File: config.mk
export PLATFORM = sky130hd
export DESIGN_NAME = calc2_req_port
export DESIGN_NICKNAME = d
export VERILOG_FILES = /design/src/rtl/calc2_req_port.sv
export SDC_FILE = /design/constraint.sdc
export NUM_CORES = 1
export LEC_CHECK = 0
export ABC_AREA = 0
export CAP_MARGIN = 15
export CORE_MARGIN = 4
export CORE_UTILIZATION = 52
export DETAILED_ROUTE_END_ITERATION = 6
export GPL_ROUTABILITY_DRIVEN = 0
export PLACE_DENSITY = 0.84
export SLEW_MARGIN = 20
export SYNTH_ARGS = -nofsm -noshare
export SYNTH_HDL_FRONTEND = slang
export SYNTH_SLANG_ARGS = --single-unit
export TNS_END_PERCENT = 10
File: constraint.sdc
create_clock -name c_clk -period 10.9 [get_ports c_clk]
set_input_delay 2.725 -clock c_clk [delete_from_list [all_inputs] [get_ports c_clk]]
set_output_delay 2.725 -clock c_clk [all_outputs]
set_load 0.03 [all_outputs]
File: src/rtl/calc2_req_port.sv
// Requester-side driver for one calc2 port: serialises host ops into the two-cycle
// request protocol, manages the 4 tags and buffers out-of-order responses.
module calc2_req_port (
  input  logic        c_clk,
  input  logic        reset,
  input  logic        host_valid,
  output logic        host_ready,
  input  logic [0:3]  host_cmd,
  input  logic [0:31] host_op1,
  input  logic [0:31] host_op2,
  output logic [0:1]  host_tag,
  output logic [0:3]  req_cmd_out,
  output logic [0:31] req_data_out,
  output logic [0:1]  req_tag_out,
  input  logic [0:1]  out_resp,
  input  logic [0:31] out_data,
  input  logic [0:1]  out_tag,
  output logic        rsp_valid,
  input  logic        rsp_ready,
  output logic [0:1]  rsp_resp,
  output logic [0:31] rsp_data,
  output logic [0:1]  rsp_tag,
  output logic [0:2]  outstanding,
  output logic        err_stray
);

  localparam int unsigned NUM_TAGS = 4;
  localparam int unsigned DEPTH    = 4;
  localparam int unsigned PTR_W    = 2;
  localparam int unsigned CNT_W    = 3;

  typedef enum logic [1:0] {S_IDLE, S_CMD, S_DATA2} state_e;

  typedef struct packed {
    logic [0:1]  resp;
    logic [0:31] data;
    logic [0:1]  tag;
  } rsp_ent_t;

  state_e               state_q, state_d;
  logic [0:3]           req_cmd_q, req_cmd_d;
  logic [0:31]          req_data_q, req_data_d;
  logic [0:1]           req_tag_q, req_tag_d;
  logic [0:31]          op2_q, op2_d;
  logic [NUM_TAGS-1:0]  busy_q, busy_d;
  logic [NUM_TAGS-1:0]  cap_q, cap_d;
  logic [CNT_W-1:0]     outst_q, outst_d;
  logic                 err_q, err_d;
  rsp_ent_t             mem_q [DEPTH];
  logic [PTR_W-1:0]     wr_ptr_q, rd_ptr_q;
  logic [CNT_W-1:0]     cnt_q, cnt_d;

  logic                 free_any;
  logic                 found;
  logic [0:1]           alloc;
  logic                 accept;
  logic                 pop;
  logic                 push;
  logic                 rsp_seen;
  rsp_ent_t             head;

  // Lowest-numbered free tag; don't-care (00) when none is free.
  always_comb begin
    alloc = '0;
    found = 1'b0;
    for (int unsigned i = 0; i < NUM_TAGS; i++) begin
      if (!busy_q[i] && !found) begin
        alloc = 2'(i);
        found = 1'b1;
      end
    end
  end

  assign free_any   = (busy_q != '1);
  assign host_ready = (state_q != S_CMD) && free_any && !reset;
  assign host_tag   = alloc;
  // A zero command is taken off the host but never reaches calc2.
  assign accept     = host_valid && host_ready && (host_cmd != 4'b0000);

  assign head      = mem_q[rd_ptr_q];
  assign pop       = (cnt_q != '0) && rsp_ready;
  assign rsp_seen  = (out_resp != 2'b00);
  assign push      = rsp_seen && busy_q[out_tag] && !cap_q[out_tag];

  // Issue FSM: next state and next request outputs.
  always_comb begin
    state_d    = state_q;
    req_cmd_d  = '0;
    req_data_d = '0;
    req_tag_d  = '0;
    op2_d      = op2_q;
    case (state_q)
      S_CMD: begin
        state_d    = S_DATA2;
        req_data_d = op2_q;
      end
      default: begin
        if (accept) begin
          state_d    = S_CMD;
          req_cmd_d  = host_cmd;
          req_tag_d  = alloc;
          req_data_d = host_op1;
          op2_d      = host_op2;
        end else begin
          state_d    = S_IDLE;
        end
      end
    endcase
  end

  // Tag bookkeeping, busy count and stray-response flag.
  always_comb begin
    busy_d  = busy_q;
    cap_d   = cap_q;
    outst_d = outst_q;
    err_d   = err_q;
    cnt_d   = cnt_q;
    if (pop) begin
      busy_d[head.tag] = 1'b0;
      cap_d[head.tag]  = 1'b0;
    end
    if (accept) begin
      busy_d[alloc] = 1'b1;
    end
    if (push) begin
      cap_d[out_tag] = 1'b1;
    end
    if (rsp_seen && !push) begin
      err_d = 1'b1;
    end
    if (accept && !pop) begin
      outst_d = CNT_W'(outst_q + 1'b1);
    end else if (pop && !accept) begin
      outst_d = CNT_W'(outst_q - 1'b1);
    end
    if (push && !pop) begin
      cnt_d = CNT_W'(cnt_q + 1'b1);
    end else if (pop && !push) begin
      cnt_d = CNT_W'(cnt_q - 1'b1);
    end
  end

  always_ff @(posedge c_clk or posedge reset) begin
    if (reset) begin
      state_q    <= S_IDLE;
      req_cmd_q  <= '0;
      req_data_q <= '0;
      req_tag_q  <= '0;
      op2_q      <= '0;
      busy_q     <= '0;
      cap_q      <= '0;
      outst_q    <= '0;
      err_q      <= 1'b0;
      cnt_q      <= '0;
      wr_ptr_q   <= '0;
      rd_ptr_q   <= '0;
      for (int unsigned i = 0; i < DEPTH; i++) begin
        mem_q[i] <= '0;
      end
    end else begin
      state_q    <= state_d;
      req_cmd_q  <= req_cmd_d;
      req_data_q <= req_data_d;
      req_tag_q  <= req_tag_d;
      op2_q      <= op2_d;
      busy_q     <= busy_d;
      cap_q      <= cap_d;
      outst_q    <= outst_d;
      err_q      <= err_d;
      cnt_q      <= cnt_d;
      if (push) begin
        mem_q[wr_ptr_q] <= '{resp: out_resp, data: out_data, tag: out_tag};
        wr_ptr_q        <= PTR_W'(wr_ptr_q + 1'b1);
      end
      if (pop) begin
        rd_ptr_q <= PTR_W'(rd_ptr_q + 1'b1);
      end
    end
  end

  assign req_cmd_out  = req_cmd_q;
  assign req_data_out = req_data_q;
  assign req_tag_out  = req_tag_q;
  assign rsp_valid    = (cnt_q != '0);
  assign rsp_resp     = head.resp;
  assign rsp_data     = head.data;
  assign rsp_tag      = head.tag;
  assign outstanding  = outst_q;
  assign err_stray    = err_q;

endmodule
==> qor.csv <==
metric,value,unit
DRC Markers,0,
"CTS clk-pin slew, worst paths",60,ps
"most common cell after layout, fill and taps aside",dfrtp_1,
synth unique cells,38,
max_slew headroom,30.7,%
#FFs+latches synth,235,
I/O pin count,190,
PortBufs,189,
cell area after placement,11900,um2
Startpoint Class,primary input,
global-route wire length before repair,35200,um
n_diodes,0,
worst skew pair latency,520,ps
DIE AREA,21300,um2
Syn. warnings,0,
crit path DAT,4460,ps
endpoint type of the worst setup path,output pin,
via-per-instance ratio,5.60,
Starting Density,52.8,%
Slew @ Worst Pin,1040,ps
VDD IR max,0.147,mV
post-route minimum period,7180,ps
FMAX,0.139,GHz
vias in the first global route,6691,
"Max stage delay cell, worst path",clkdlybuf4s50_1,
Final Hold Fails,0,
CTS root buf,clkbuf_16,
initial antenna violation count,0,
total nets after synthesis,719,
nets@finish,905,
clk_skew,6.70,ps
die span in x,146,um
initial drt markers,326,
CP Data Required Time,8180,ps
Synth Area per Inst,16.4,um2
hold crit path type,flop to flop,
CTS Buf Count,25,
H-tree Lvls,1,
core area,18700,um2
Detail Placement HPWL,14100,um
total wire length,21400,um
TNS Setup,0,ps
area delta synth->final,28.8,%
leakage,5.52,nW
First-pass DRT Iterations,4,
Detail Route Antenna Nets,0,
Tcrit/Tclk final,65.9,%
Resized Gates After CTS,0,
Die H,146,um
CTS tree,yes,
Post-Synthesis Cells,603,
Crit Path Class,primary input to output pin,
synth top area cells,"dfrtp_1 60%, mux2_1 19%, mux4_2 8.4%",
CP cell instances,"clkdlybuf4s50_1, nor3_1, clkdlybuf4s50_1",
Place WS,3740,ps
sequential area share after synthesis,59.5,%
per-cell routed wire length,20.5,um
CP max stage delay,770,ps
largest net degree at the start of global routing,146,
fin util,68.1,%
setup violators final,0,
post-synth top area share,59.5,%
synthesized area,9880,um2
CTS Sinks,235,
critical-path maximum fanout,5,
Yosys top cell by area,dfrtp_1,
post-route cell area,12700,um2
status,"complete, no violations",
"Top cell by count, worst path",clkdlybuf4s50_1,
setup bufs post-CTS,0,
global route total overflow,0,
# rows,50,
PD cells,295,nW/um2
setup ws final,3720,ps
most frequent cells in the layout,"233 x dfrtp_1, 189 x clkdlybuf4s50_1, 169 x mux2_1",
Post-CTS Hold Buffers,0,
RSZ-0062 raised after global routing,no,
ratio of cells with drive above 1 in the final layout,13.0,%
GRT Util Overall,20.5,%
DR vias,5831,
CTS max path bufs,3,
Final Max Slew Viols,0,
Max-Cap Viols,0,
[state kept, by name, summed over array words and instances, names as in the netlist]
name and count:
req_data_out 32, state_q 2, busy_q 4, op2_q 32
req_cmd_out 4, rd_ptr_q 2, wr_ptr_q 2, req_tag_out 2
cap_q 4, outstanding 3, cnt_q 3, err_stray 1
mem_q 144
[cell type report]
| cell class | count | area [um2] |
|---|---|---|
| Fill cell | 1208 | 5970 |
| Clock buffer | 35 | 733 |
| Timing Repair Buffer | 193 | 1930 |
| Multi-Input combinational cell | 326 | 3750 |
| Sequential cell | 235 | 5880 |
| Clock inverter | 11 | 111 |
| Tap cell | 234 | 293 |
| Inverter | 8 | 37.5 |
[where the power goes]
part / switching (mW) / internal (mW)
Combinational: 0.723 / 0.746
Sequential: 0.214 / 1.21
Clock: 0.338 / 0.516
Total: 1.28 / 2.47
[per-layer routing]
layer,track usage [%],routed length (um),up-vias
met5,0,0,-
met4,4.99,356,0
met3,6.51,1780,32
met2,35.5,10700,203
met1,25.2,8550,3011
li1,-,-,2585
[synth_stat cells]
cell type  count
dfrtp_1      235
mux2_1       169
mux4_2        37
a22o_1        33
buf_6         12
buf_2         11
mux2_2        11
clkbuf_1       9
inv_1          8
nand2_1        8
and3_1         6
ha_1           6
nand3_1        6
o21ai_0        5
xor2_1         5
nand2b_1       4
nor2_8         4
xnor2_1        4
nor2_1         3
nor4_1         3
a21oi_1        2
buf_1          2
fa_1           2
nand3b_1       2
nor2b_1        2
nor3_1         2
a32o_1         1
and2_1         1
and4_1         1
mux2i_1        1
nor2_2         1
o21ai_1        1
o21bai_1       1
o31a_1         1
o41ai_1        1
or2_1          1
or3_1          1
or4_1          1
[final timing paths]
check                                        from  slack, ps  cells past startpoint                      to
max in group asynchronous                   reset       6710                      3  mem_q[127]$_DFFE_PP0P_
max                                         reset       3720                      3              host_ready
min                        mem_q[141]$_DFFE_PP0P_        480                      1  mem_q[141]$_DFFE_PP0P_
min reg2reg                mem_q[141]$_DFFE_PP0P_        480                      1  mem_q[141]$_DFFE_PP0P_
max reg2reg                   busy_q[1]$_DFF_PP0_       8270                      9    cnt_q[2]$_DFFE_PP0P_
min in group asynchronous                   reset       2860                      2    op2_q[0]$_DFFE_PP0P_
[stage by stage]
| step | power, mW | hold WS (ps) | cells |
|---|---|---|---|
| floorplan | 2.39 | 442 | 603 |
| global placement | 2.83 | 455 | 996 |
| detailed placement | 2.93 | 472 | 996 |
| CTS | 3.80 | 487 | 1042 |
| global route | 3.96 | 497 | 1042 |
| finish | 3.75 | 483 | 1042 |
[cells by family after synthesis]
logic type | count (synthesis) | share of synthesized area, %
flops | 235 | 59.5
mux | 218 | 29.0
simple gates | 46 | 3.15
compound gates | 45 | 3.68
buf+inv | 42 | 2.65
xor+xnor | 9 | 0.798
fa+ha+maj | 8 | 1.16
[worst max-delay path, delay by kind of cell]
family	cells	cell delay (ps)
simple gates	1	450
buf+inv	2	1290
No activity file was read; power rests on OpenSTA's default activity.
